`config.mk`:
```
export PLATFORM = sky130hd
export DESIGN_NAME = sensor_debouncer
export DESIGN_NICKNAME = d
export VERILOG_FILES = /design/src/rtl/irrigation_pkg.sv /design/src/rtl/debounce_ch.sv /design/src/rtl/sensor_debouncer.sv
export SDC_FILE = /design/constraint.sdc
export NUM_CORES = 1
export LEC_CHECK = 0
export BUFFER_PORTS_ARGS = -buffer_cell sky130_fd_sc_hd__buf_2
export CAP_MARGIN = 20
export CELL_PAD_IN_SITES_DETAIL_PLACEMENT = 0
export CELL_PAD_IN_SITES_GLOBAL_PLACEMENT = 1
export CORE_MARGIN = 5
export CORE_UTILIZATION = 45
export DETAILED_ROUTE_END_ITERATION = 12
export PLACE_DENSITY_LB_ADDON = 0.2
export RECOVER_POWER = 25
export SLEW_MARGIN = 5
export SYNTH_ARGS = -nofsm -noshare
export SYNTH_HDL_FRONTEND = slang
export SYNTH_HIERARCHICAL = 1
export SYNTH_SLANG_ARGS = --single-unit
```
`constraint.sdc`:
```
create_clock -name Clk -period 3.1 [get_ports Clk]
set_input_delay 0.93 -clock Clk [delete_from_list [all_inputs] [get_ports Clk]]
set_output_delay 0.93 -clock Clk [all_outputs]
set_load 0.1 [all_outputs]
```
`src/rtl/irrigation_pkg.sv`:
```
// Shared constants for the irrigation controller sensor front end.
// Channel index constants name the bit positions of the sensor bus; the
// defaults are the parameter values used when a block is instantiated bare.
package irrigation_pkg;

    localparam int unsigned CH_US   = 0;  // soil humidity
    localparam int unsigned CH_BS   = 1;  // level
    localparam int unsigned CH_VS   = 2;  // valve / flow
    localparam int unsigned CH_ADUB = 3;  // fertiliser request

    localparam int unsigned NCH_DEFAULT         = 4;
    localparam int unsigned DEB_COUNT_DEFAULT   = 8;
    localparam int unsigned FAULT_LIMIT_DEFAULT = 15;

endpackage

```
`src/rtl/debounce_ch.sv`:
```
// Single-channel sensor conditioner: 2-flop synchronizer, tick-gated debounce
// counter, debounced level and one-cycle rise/fall pulses.
// Optional chatter detection is compiled in with the DEB_FAULT_EN macro.
//
// Ports:
//   clk      - system clock
//   rst      - synchronous, active-high reset
//   tick     - sample enable for the debounce counter
//   raw      - asynchronous raw sensor level
//   stable   - debounced level
//   rise     - one-clk pulse when stable goes 0->1
//   fall     - one-clk pulse when stable goes 1->0
//   clrFault - clears fault and abort counter (DEB_FAULT_EN only)
//   fault    - sticky chatter flag (DEB_FAULT_EN only)
module debounce_ch
    import irrigation_pkg::*;
#(
    parameter int unsigned DEB_COUNT   = DEB_COUNT_DEFAULT,
    parameter int unsigned CW          = $clog2(DEB_COUNT)
`ifdef DEB_FAULT_EN
    ,
    parameter int unsigned FAULT_LIMIT = FAULT_LIMIT_DEFAULT
`endif
) (
    input  logic clk,
    input  logic rst,
    input  logic tick,
    input  logic raw,
    output logic stable,
    output logic rise,
    output logic fall
`ifdef DEB_FAULT_EN
    ,
    input  logic clrFault,
    output logic fault
`endif
);

    localparam logic [CW-1:0] CntMax = CW'(DEB_COUNT - 1);

    logic          s1Q, s2Q;
    logic          stableQ, stableD;
    logic [CW-1:0] cntQ, cntD;
    logic          riseQ, riseD;
    logic          fallQ, fallD;

    always_comb begin
        cntD    = cntQ;
        stableD = stableQ;
        riseD   = 1'b0;
        fallD   = 1'b0;
        if (tick) begin
            if (s2Q == stableQ) begin
                cntD = '0;
            end else if (cntQ == CntMax) begin
                stableD = s2Q;
                cntD    = '0;
                riseD   = s2Q;
                fallD   = ~s2Q;
            end else begin
                cntD = cntQ + 1'b1;
            end
        end
    end

    always_ff @(posedge clk) begin
        if (rst) begin
            s1Q     <= 1'b0;
            s2Q     <= 1'b0;
            stableQ <= 1'b0;
            cntQ    <= '0;
            riseQ   <= 1'b0;
            fallQ   <= 1'b0;
        end else begin
            // Synchronizer runs every clock, independent of tick.
            s1Q     <= raw;
            s2Q     <= s1Q;
            stableQ <= stableD;
            cntQ    <= cntD;
            riseQ   <= riseD;
            fallQ   <= fallD;
        end
    end

    assign stable = stableQ;
    assign rise   = riseQ;
    assign fall   = fallQ;

`ifdef DEB_FAULT_EN
    localparam int unsigned   AW       = $clog2(FAULT_LIMIT + 1);
    localparam logic [AW-1:0] AbortMax = AW'(FAULT_LIMIT);
    localparam logic [AW-1:0] AbortHit = AW'(FAULT_LIMIT - 1);

    logic          abortEv, acceptEv, hit;
    logic [AW-1:0] abortQ, abortD;
    logic          faultQ, faultD;

    // A bounce abort is a pending count thrown away because the input fell back.
    assign abortEv  = tick && (s2Q == stableQ) && (cntQ != '0);
    assign acceptEv = tick && (s2Q != stableQ) && (cntQ == CntMax);
    assign hit      = abortEv && (abortQ == AbortHit);

    always_comb begin
        abortD = abortQ;
        faultD = faultQ | hit;
        if (acceptEv) begin
            abortD = '0;
        end else if (abortEv && (abortQ != AbortMax)) begin
            abortD = abortQ + 1'b1;
        end
        // A limit hit on the same edge as a clear keeps the flag set.
        if (clrFault) begin
            faultD = hit;
            if (!hit) begin
                abortD = '0;
            end
        end
    end

    always_ff @(posedge clk) begin
        if (rst) begin
            abortQ <= '0;
            faultQ <= 1'b0;
        end else begin
            abortQ <= abortD;
            faultQ <= faultD;
        end
    end

    assign fault = faultQ;
`endif

endmodule

```
`src/rtl/sensor_debouncer.sv`:
```
// Conditions the raw field-sensor inputs (Us, Bs, Vs, Adub) for the irrigation
// control top: one debounce_ch per channel plus a combined change strobe.
// Optional per-channel chatter fault flags are compiled in with DEB_FAULT_EN.
//
// Ports:
//   Clk       - system clock
//   Rst       - synchronous, active-high reset
//   Tick      - sample enable from the clock divider (tie to 1 for every Clk)
//   Raw       - asynchronous raw sensor levels, bit order CH_US..CH_ADUB
//   Stable    - debounced levels
//   Rise      - one-Clk pulse per channel on a 0->1 acceptance
//   Fall      - one-Clk pulse per channel on a 1->0 acceptance
//   Changed   - OR of all Rise and Fall bits, same cycle
//   Clr_Fault - clears all Fault bits (DEB_FAULT_EN only)
//   Fault     - sticky chatter flag per channel (DEB_FAULT_EN only)
module sensor_debouncer
    import irrigation_pkg::*;
#(
    parameter int unsigned NCH         = NCH_DEFAULT,
    parameter int unsigned DEB_COUNT   = DEB_COUNT_DEFAULT,
    parameter int unsigned CW          = $clog2(DEB_COUNT)
`ifdef DEB_FAULT_EN
    ,
    parameter int unsigned FAULT_LIMIT = FAULT_LIMIT_DEFAULT
`endif
) (
    input  logic           Clk,
    input  logic           Rst,
    input  logic           Tick,
    input  logic [NCH-1:0] Raw,
    output logic [NCH-1:0] Stable,
    output logic [NCH-1:0] Rise,
    output logic [NCH-1:0] Fall,
    output logic           Changed
`ifdef DEB_FAULT_EN
    ,
    input  logic           Clr_Fault,
    output logic [NCH-1:0] Fault
`endif
);

    for (genvar i = 0; i < NCH; i++) begin : gCh
        debounce_ch #(
            .DEB_COUNT   (DEB_COUNT),
            .CW          (CW)
`ifdef DEB_FAULT_EN
            ,
            .FAULT_LIMIT (FAULT_LIMIT)
`endif
        ) uCh (
            .clk      (Clk),
            .rst      (Rst),
            .tick     (Tick),
            .raw      (Raw[i]),
            .stable   (Stable[i]),
            .rise     (Rise[i]),
            .fall     (Fall[i])
`ifdef DEB_FAULT_EN
            ,
            .clrFault (Clr_Fault),
            .fault    (Fault[i])
`endif
        );
    end

    // Built from the registered pulses, so it is aligned with them and free of
    // any extra combinational depth from the debounce logic.
    assign Changed = |{Rise, Fall};

endmodule

```
==> summary.md <==
| Metric | Value |
|---|---|
| Outcome | finished, violations left |
| Failing checks | max-capacitance violations, max-slew violations |
| Cell Count, Final, Fillers Out | 173 |
| Via density | 5.60 |
| R2R depth | 4 |
| WHS Path Cells | 1 |
| Cell Pwr Density | 477 nW/µm² |
| DRT antenna net count | 0 |
| Critical Path RT | 2.17 ns |
| Setup bufs post-CTS | 0 |
| Die area | 4070 µm² |
| GRT overflow | 0 |
| WL/cell | 12.8 µm |
| Final hold viol count | 0 |
| Vias in the first global route | 917 |
| Worst reg2reg path endpoint | gCh[0].uCh/cntQ[0] |
| Post-Route Utilization | 52.5% |
| H-tree depth | 2 |
| Initial Util | 47.2% |
| Worst min-delay path startpoint | gCh[3].uCh/s1Q |
| Final setup fails | 0 |
| Mapped Cells | 123 |
| Leakage | 0.579 nW |
| DIE WIDTH | 63.8 µm |
| Cell area after synthesis | 1300 µm² |
| Sw frac | 21.9% |
| Worst Tran Pin Value | 1.64 ns |
| Initial DRC count | 31 |
| Maximum VDD drop | 0.000355 V |
| PortBufs | 19 |
| Fmax | 414 MHz |
| Share of cells above drive strength 1 | 19.7% |
| Clock Skew | 0.00781 ns |
| Clock Sinks | 32 |
| Worst min path class | reg -> reg |
| Row cnt | 19 |
| Vias | 969 |
| Core Box Area | 2760 µm² |
| Worst flop-to-flop path startpoint | gCh[0].uCh/cntQ[0] |
| Yosys top cell area share | 49.2% |
| Top post-synthesis cells by area | dfxtp_1 (49%), ha_1 (7.7%), nor4b_1 (5.4%) |
| Hold_buf cts | 0 |
| Max Cap Viol | 1 |
| Worst hold path endpoint | gCh[3].uCh/s2Q |
| Area grow syn2layout | 11.2% |
| Yosys cell types | 17 |
| Sequential Power Share | 60.9% |
| Clock Tree Buf Depth | 2 |
| Clk_lat worst skew | 0.32 ns |
| Largest net degree at the start of global routing | 45 |
| CTS tree | yes |
| Setup TNS Final | 0 ns |
| Final period util | 77.9% |
| Initial DRT Pass Iterations | 4 |
| GRT Resource Usage Total | 12.4% |
| Root buf cell | clkbuf_4 |
| Setup CP Type | reg -> out |
| Fin nets | 156 |
| # IOs | 20 |
| Most frequent cells in the layout | dfxtp_1 (32), buf_2 (18), nand2_1 (13) |
| Sequential element share of the synthesized area | 49.2% |
| Period minus WS final | 2.42 ns |
| RD Place Congestion | 0.713 |
| Crit path max fanout | 2 |
| Final Total Pwr | 0.691 mW |
| Clock-pin slew of the registers on the worst-case setup and hold paths | 0.09 ns |
| Syn_area_per_cell | 10.6 µm² |
| DRT Wirelength | 2.22 mm |
| Syn nets | 138 |
| Pint | 0.539 mW |
| Inst Count DP | 165 |
| R2R Setup Slk | 1.60 ns |
| Relative slew slack | -9.51% |
| Synth warn | 6 |
| Slew Viols, Final | 45 |
| First-pass GRT wire length | 3.97 mm |
| Setup crit end kind | output pin |
| DRC violations left | 0 |
| Post-CTS resize count | 0 |
| Post-DP HPWL | 1.48 mm |
| Clock power share | 35.0% |
| Initial antenna violation count | 0 |
| Number of inserted diodes | 0 |
| Post-synth top area cell | dfxtp_1 |
| RSZ-0062 raised after global routing | false |
| Post-synthesis register bit count | 32 |
| CP Launch Type | flop |
| CTS buffer count | 5 |
| Logic pwr share | 4.1% |
| Crit path DAT | 1.49 ns |
| Die height | 63.8 µm |
| Switching power | 0.151 mW |
| Commonest non-fill, non-tap cell in the layout | dfxtp_1 |
==> sequential cells by signal (all words and copies together) (netlist names) <==
register / cells
gCh.uCh/rise: 4
gCh.uCh/cntQ: 12
gCh.uCh/s2Q: 4
gCh.uCh/s1Q: 4
gCh.uCh/fall: 4
gCh.uCh/stable: 4
==> synthesized netlist by cell type <==
cell type and number:
dfxtp_1 32, nand2_1 13, ha_1 8, nor2b_1 8, nor4b_1 8, o31ai_1 8
or3b_1 8, a21bo_2 4, a21oi_1 4, buf_4 4, clkbuf_1 4, inv_1 4
nand3_1 4, o32ai_1 4, or4b_1 4, xnor2_1 4, nor4_1 2
==> per-layer routing <==
layer / track usage [%] / vias to the layer above / wire, µm
met4: 7.79 / 0 / 20
met5: 0 / - / 0
met1: 15.1 / 455 / 1050
met2: 18.2 / 22 / 1030
met3: 4.90 / 2 / 122
li1: - / 490 / -
==> worst max path at each step <==
stage / end / slack [ns] / start / depth (start not counted)
4_1_cts: Changed / 0.67 / gCh[0].uCh/rise / 3
5_1_grt: Changed / 0.59 / gCh[0].uCh/rise / 3
3_3_place_gp: Changed / 1.05 / gCh[0].uCh/rise / 3
3_5_place_dp: gCh[0].uCh/cntQ[0] / 1.01 / Tick / 3
2_1_floorplan: Changed / 0.40 / gCh[1].uCh/rise / 2
6_report: Changed / 0.68 / gCh[1].uCh/rise / 3
==> through the flow <==
step                      area, µm²  setup slack (ns)  hold slack [ns]
after floorplan                1300             0.398            0.414
after global placement         1390              1.05            0.418
final                          1450             0.685            0.442
after global routing           1450             0.590            0.466
after detailed placement       1390              1.01            0.423
after CTS                      1450             0.666            0.445
==> worst max-delay path, cell delays in order, from the launching register on <==
cell     delay [ns]
dfxtp_1        0.32
nor4_1         0.45
nand2_1        0.09
buf_2          0.30
==> cell type report <==
| class | instances | area (µm²) |
|---|---|---|
| Clock buffer | 8 | 58.8 |
| Fill cell | 272 | 1310 |
| Inverter | 4 | 15.0 |
| Multi-Input combinational cell | 79 | 602 |
| Sequential cell | 32 | 641 |
| Tap cell | 31 | 38.8 |
| Timing Repair Buffer | 19 | 93.8 |
==> power by group through the flow <==
| stage | Sequential [mW] | Combinational (mW) | Clock [mW] |
|---|---|---|---|
| 2_1_floorplan | 0.429 | 0.0245 | 0 |
| 3_3_place_gp | 0.430 | 0.0280 | 0 |
| 3_5_place_dp | 0.430 | 0.0292 | 0 |
| 4_1_cts | 0.421 | 0.0291 | 0.256 |
| 5_1_grt | 0.422 | 0.0327 | 0.278 |
| 6_report | 0.421 | 0.0285 | 0.241 |
==> logic make-up (layout without fill, tap and decap cells) <==
logic type                 after synthesis  count (layout)  synth area share (%)
AOI/OAI and AO/OA                       20              20                  11.9
xor gates and xnor gates                 4               4                  2.69
adders and majority gates                8               8                  7.69
buffers and inverters                   12              31                  4.61
DFF                                     32              32                  49.2
and+or+nand+nor                         47              47                  23.9
(Power assumes the default switching activity.)
